--- src/rtl/siso_rr_shift_ctrl.sv ---
// ============================================================================
// siso_rr_shift_ctrl : round-robin arbiter feeding one MSB-first serial shifter
// Revision: 1.0
// ============================================================================
`default_nettype none

module siso_rr_shift_ctrl #(
  parameter int WIDTH = 4,
  parameter int GAP   = 1
) (
  input  logic             clk,
  input  logic             rst,
  input  logic             req0_valid_i,
  input  logic [WIDTH-1:0] req0_data_i,
  output logic             req0_ready_o,
  input  logic             req1_valid_i,
  input  logic [WIDTH-1:0] req1_data_i,
  output logic             req1_ready_o,
  output logic             sout_o,
  output logic             sframe_o,
  output logic             sowner_o,
  output logic             done_o
);

  localparam int CW  = $clog2(WIDTH);
  localparam int GCW = (GAP > 1) ? $clog2(GAP) : 1;

  typedef enum logic [1:0] {
    ST_IDLE  = 2'd0,
    ST_SHIFT = 2'd1,
    ST_GAP   = 2'd2
  } state_e;

  state_e           state_q;
  logic             last_grant_q;
  logic [CW-1:0]    cnt_q;
  logic [GCW-1:0]   gcnt_q;
  logic [WIDTH-1:0] shreg_q;
  logic             sout_q;
  logic             sframe_q;
  logic             sowner_q;
  logic             done_q;

  logic             grant_d;
  logic             accept_d;
  logic [WIDTH-1:0] data_d;

  // On a tie the requester that did not win last time is granted.
  always_comb begin
    grant_d  = (req0_valid_i && req1_valid_i) ? ~last_grant_q : req1_valid_i;
    data_d   = grant_d ? req1_data_i : req0_data_i;
    accept_d = (state_q == ST_IDLE) && (grant_d ? req1_valid_i : req0_valid_i);
  end

  assign req0_ready_o = (state_q == ST_IDLE) && !grant_d && req0_valid_i;
  assign req1_ready_o = (state_q == ST_IDLE) &&  grant_d && req1_valid_i;

  always_ff @(posedge clk) begin
    if (rst) begin
      state_q      <= ST_IDLE;
      last_grant_q <= 1'b1;
      cnt_q        <= '0;
      gcnt_q       <= '0;
      shreg_q      <= '0;
      sout_q       <= 1'b0;
      sframe_q     <= 1'b0;
      sowner_q     <= 1'b0;
      done_q       <= 1'b0;
    end else begin
      done_q <= 1'b0;
      case (state_q)
        ST_IDLE: begin
          if (accept_d) begin
            // MSB goes straight to sout; shreg keeps the remaining bits pre-shifted.
            sout_q       <= data_d[WIDTH-1];
            shreg_q      <= {data_d[WIDTH-2:0], 1'b0};
            sframe_q     <= 1'b1;
            last_grant_q <= grant_d;
            sowner_q     <= grant_d;
            cnt_q        <= CW'(WIDTH - 1);
            state_q      <= ST_SHIFT;
          end
        end
        ST_SHIFT: begin
          if (cnt_q == '0) begin
            sout_q   <= 1'b0;
            sframe_q <= 1'b0;
            done_q   <= 1'b1;
            if (GAP == 0) begin
              state_q <= ST_IDLE;
            end else begin
              gcnt_q  <= GCW'(GAP - 1);
              state_q <= ST_GAP;
            end
          end else begin
            sout_q  <= shreg_q[WIDTH-1];
            shreg_q <= {shreg_q[WIDTH-2:0], 1'b0};
            cnt_q   <= cnt_q - 1'b1;
          end
        end
        ST_GAP: begin
          if (gcnt_q == '0) begin
            state_q <= ST_IDLE;
          end else begin
            gcnt_q <= gcnt_q - 1'b1;
          end
        end
        default: state_q <= ST_IDLE;
      endcase
    end
  end

  assign sout_o   = sout_q;
  assign sframe_o = sframe_q;
  assign sowner_o = sowner_q;
  assign done_o   = done_q;

endmodule

`default_nettype wire

--- config.mk ---
export PLATFORM = sky130hd
export DESIGN_NAME = siso_rr_shift_ctrl
export DESIGN_NICKNAME = d
export VERILOG_FILES = /design/src/rtl/siso_rr_shift_ctrl.sv
export SDC_FILE = /design/constraint.sdc
export NUM_CORES = 1
export LEC_CHECK = 0
export ABC_AREA = 1
export ABC_CLOCK_PERIOD_IN_PS = 2500
export CAP_MARGIN = 20
export CELL_PAD_IN_SITES_DETAIL_PLACEMENT = 0
export CELL_PAD_IN_SITES_GLOBAL_PLACEMENT = 2
export CORE_UTILIZATION = 26
export CTS_CLUSTER_DIAMETER = 30
export CTS_CLUSTER_SIZE = 16
export DETAILED_ROUTE_END_ITERATION = 10
export PLACE_DENSITY_LB_ADDON = 0.1
export SYNTH_ARGS = -nofsm -noshare
export SYNTH_HDL_FRONTEND = slang
export SYNTH_SLANG_ARGS = --single-unit
export TNS_END_PERCENT = 30
--- constraint.sdc ---
create_clock -name clk -period 2.5 [get_ports clk]
set_input_delay 0.25 -clock clk [delete_from_list [all_inputs] [get_ports clk]]
set_output_delay 0.25 -clock clk [all_outputs]
set_load 0.005 [all_outputs]
==> summary.md <==
| Metric | Value |
|---|---|
| Netlist Area Pre-Place | `between 600 and 700 um2` |
| Status | `completed` |
| Core ar. | `2280 um2` |
| Reg-to-reg slack, setup | `between 1 and 1.5 ns` |
| Fraction of layout cells with a size suffix above 1 | `0.139` |
| RSZ-0062 raised after global routing | `no` |
| Fillcell total | `255` |
| Largest cells by area after synthesis | `dfxtp_1, nand2_1, nand3_1` |
| DP Wirelength | `1150 um` |
| Clock latency at the later pin of the worst-skew pair | `0.28 ns` |
| Worst clock skew | `about 0.0051 ns` |
| DRC viols | `0` |
| Final hold vios | `0` |
| Delay-heaviest family, CP | `buffers and inverters` |
| Setup TNS | `0 ns` |
| Critical Path, Cell by Cell | `clkdlybuf4s50_1 > nand2_1 > nand2_1 > inv_2 > nor4_1 > clkdlybuf4s50_1` |
| Initial drt markers | `7` |
| Synth cell types | `23` |
| Worst-path maximum fanout | `5` |
| Total power | `606 uW` |
| Clock Path Buffers | `2` |
| Hold buffers post-CTS | `0` |
| Drt wl/cell | `10.7 um` |
| Total wire length | `1460 um` |
| Period utilization | `0.827` |
| Placed Area | `approximately 830 um2` |
| Finished Layout Cells | `136` |
| Hold WC Path Type | `register to register` |
| CP Capture Type | `output pin` |
| Worst path slowest cell | `clkdlybuf4s50_1` |
| Final number of setup-violating endpoints | `0` |
| Tightest Pin Transition | `between 0.4 and 0.5 ns` |
| Post-DRT Antenna Nets | `0` |
| First-pass GRT wire length | `between 2000 and 3000 um` |
| Worst slew margin | `0.731` |
| Vias per cell | `4.35` |
| WP data required | `about 2.3 ns` |
| Largest net degree at the start of global routing | `10` |
| Share of the synthesized area in the top cell type | `0.373` |
| Placed cells | `between 100 and 150` |
| Area grow syn2layout | `35.0%` |
| Root Driver | `clkbuf_4` |
| Clock Sinks | `12` |
| Sequential area share after synthesis | `0.373` |
| Synthesized flop and latch total | `12` |
| Cell taking the most area after synthesis | `dfxtp_1` |
| WP data arrival | `1.82 ns` |
| CP Class | `input pin to output pin` |
| Final #Nets | `123` |
| Pwr Density | `between 600 and 700 nW/um2` |
| Clk pin slew, worst setup/hold paths | `0.08 ns` |
| Total gr overflow | `0` |
| Initial antenna violation count | `0` |
| Tmin final | `roughly 2.1 ns` |
| Drt pass-1 iters | `4` |
| Starting Density | `0.283` |
| Syn_nets | `103` |
| Design area | `roughly 870 um2` |
| CTS tree | `done` |
| Maximum VDD drop | `0.501 mV` |
| Antenna diode count | `0` |
| Cell row count | `17` |
| Leakage | `0.410 nW` |
| Synth cell count leaders | `nand2_1, dfxtp_1, inv_1` |
| Die width | `between 50 and 60 um` |
| Die ar. | `around 2700 um2` |
| Asr flop ratio synth | `0` |
| Input/output buffers | `17` |
| Tot GR Track Use | `0.138` |
| # resized after CTS | `0` |
| Count leader, synth | `nand2_1` |
| Fmax achieved | `a little under 500 MHz` |
| Vias | `~590` |
| Post-synth EDFFs | `0` |
| WP buf/inv | `3` |
| Setup WS post-layout | `~0.43 ns` |
| Max incr delay on CP | `roughly 0.54 ns` |
| Max-cap check violation count | `0` |
| Post-synthesis average cell area | `7.24 um2` |
| GP Congestion | `between 0.7 and 0.8` |
| Ys Warns | `0` |
| Number of buffers created by CTS | `3` |
| H-tree levels | `1` |
| Worst slack at placement | `0.418 ns` |
| Synth Flop Type | `dfxtp_1` |
| Gate Count Post-Synth | `between 80 and 90` |
| Final Max Slew Viols | `0` |
| Startpoint types | `input pin` |
| Number of setup buffers added after CTS | `0` |
| Die Ht | `roughly 52 um` |
| Number of global-route vias before repair | `between 500 and 600` |
| I/O Pins | `18` |
[power by group]
group | total, mW | internal, mW | switching, mW
Sequential | 0.246 | 0.223 | 0.0228
Clock | 0.160 | 0.0887 | 0.0716
Combinational | 0.199 | 0.0921 | 0.107
[per-stage QoR]
step | hold slack, ns | utilization
floorplan | 0.402 | -
global placement | 0.437 | 0.366
detailed placement | 0.446 | 0.366
CTS | 0.461 | 0.382
global route | 0.480 | 0.382
finish | 0.459 | 0.382
[cell usage in the layout (no fill, tap or decap), types with 3 or more instances in the layout]
master	n
nand2_1	22
nor2_1	5
clkdlybuf4s50_1	17
nand2_4	3
a21oi_1	5
inv_1	12
clkbuf_4	3
dfxtp_1	12
nand3_1	9
[final cells by class]
type,instances,area (um2),area share
Inverter,14,52.6,0.0604
Clock buffer,4,36.3,0.0417
Tap cell,28,35.0,0.0403
Multi-Input combinational cell,61,335,0.386
Timing Repair Buffer,17,170,0.196
Sequential cell,12,240,0.276
[worst reg2reg max path, delay by kind of cell (launching register included)]
family | cells | cell delay (ns)
fa+ha+maj | 1 | 0.22
buf+inv | 2 | 0.22
flops | 1 | 0.31
simple gates | 5 | 0.38
[path summary, 6_finish.rpt]
check                                  start      endpoint  depth (start not counted)
worst max-delay path            req0_valid_i  req0_ready_o                          6
worst min-delay path                cnt_q[1]      cnt_q[1]                          2
worst max register to register      cnt_q[0]    shreg_q[2]                          8
worst min register to register      cnt_q[1]      cnt_q[1]                          2
[layer usage]
| metal | GRT usage | routed length, um |
|---|---|---|
| met3 | 0.0614 | 65 |
| met5 | 0 | 0 |
| met4 | 0.0405 | 22 |
| met2 | 0.221 | 631 |
| met1 | 0.165 | 737 |
[state kept, by name, indices dropped and copies added (netlist names)]
signal,flops
cnt_q,2
done_o,1
last_grant_q,1
sframe_o,1
shreg_q,3
sout_o,1
sowner_o,1
state_q,2
[cell families (layout without fill, tap and decap cells)]
family / count (synthesis) / count (layout) / synth area share
adders and majority gates: 2 / 2 / 0.0388
and+or+nand+nor: 49 / 49 / 0.388
AOI/OAI and AO/OA: 10 / 10 / 0.0932
buffers and inverters: 16 / 35 / 0.107
DFF: 12 / 12 / 0.373
Note: power is estimated with default switching activity, not from simulation.
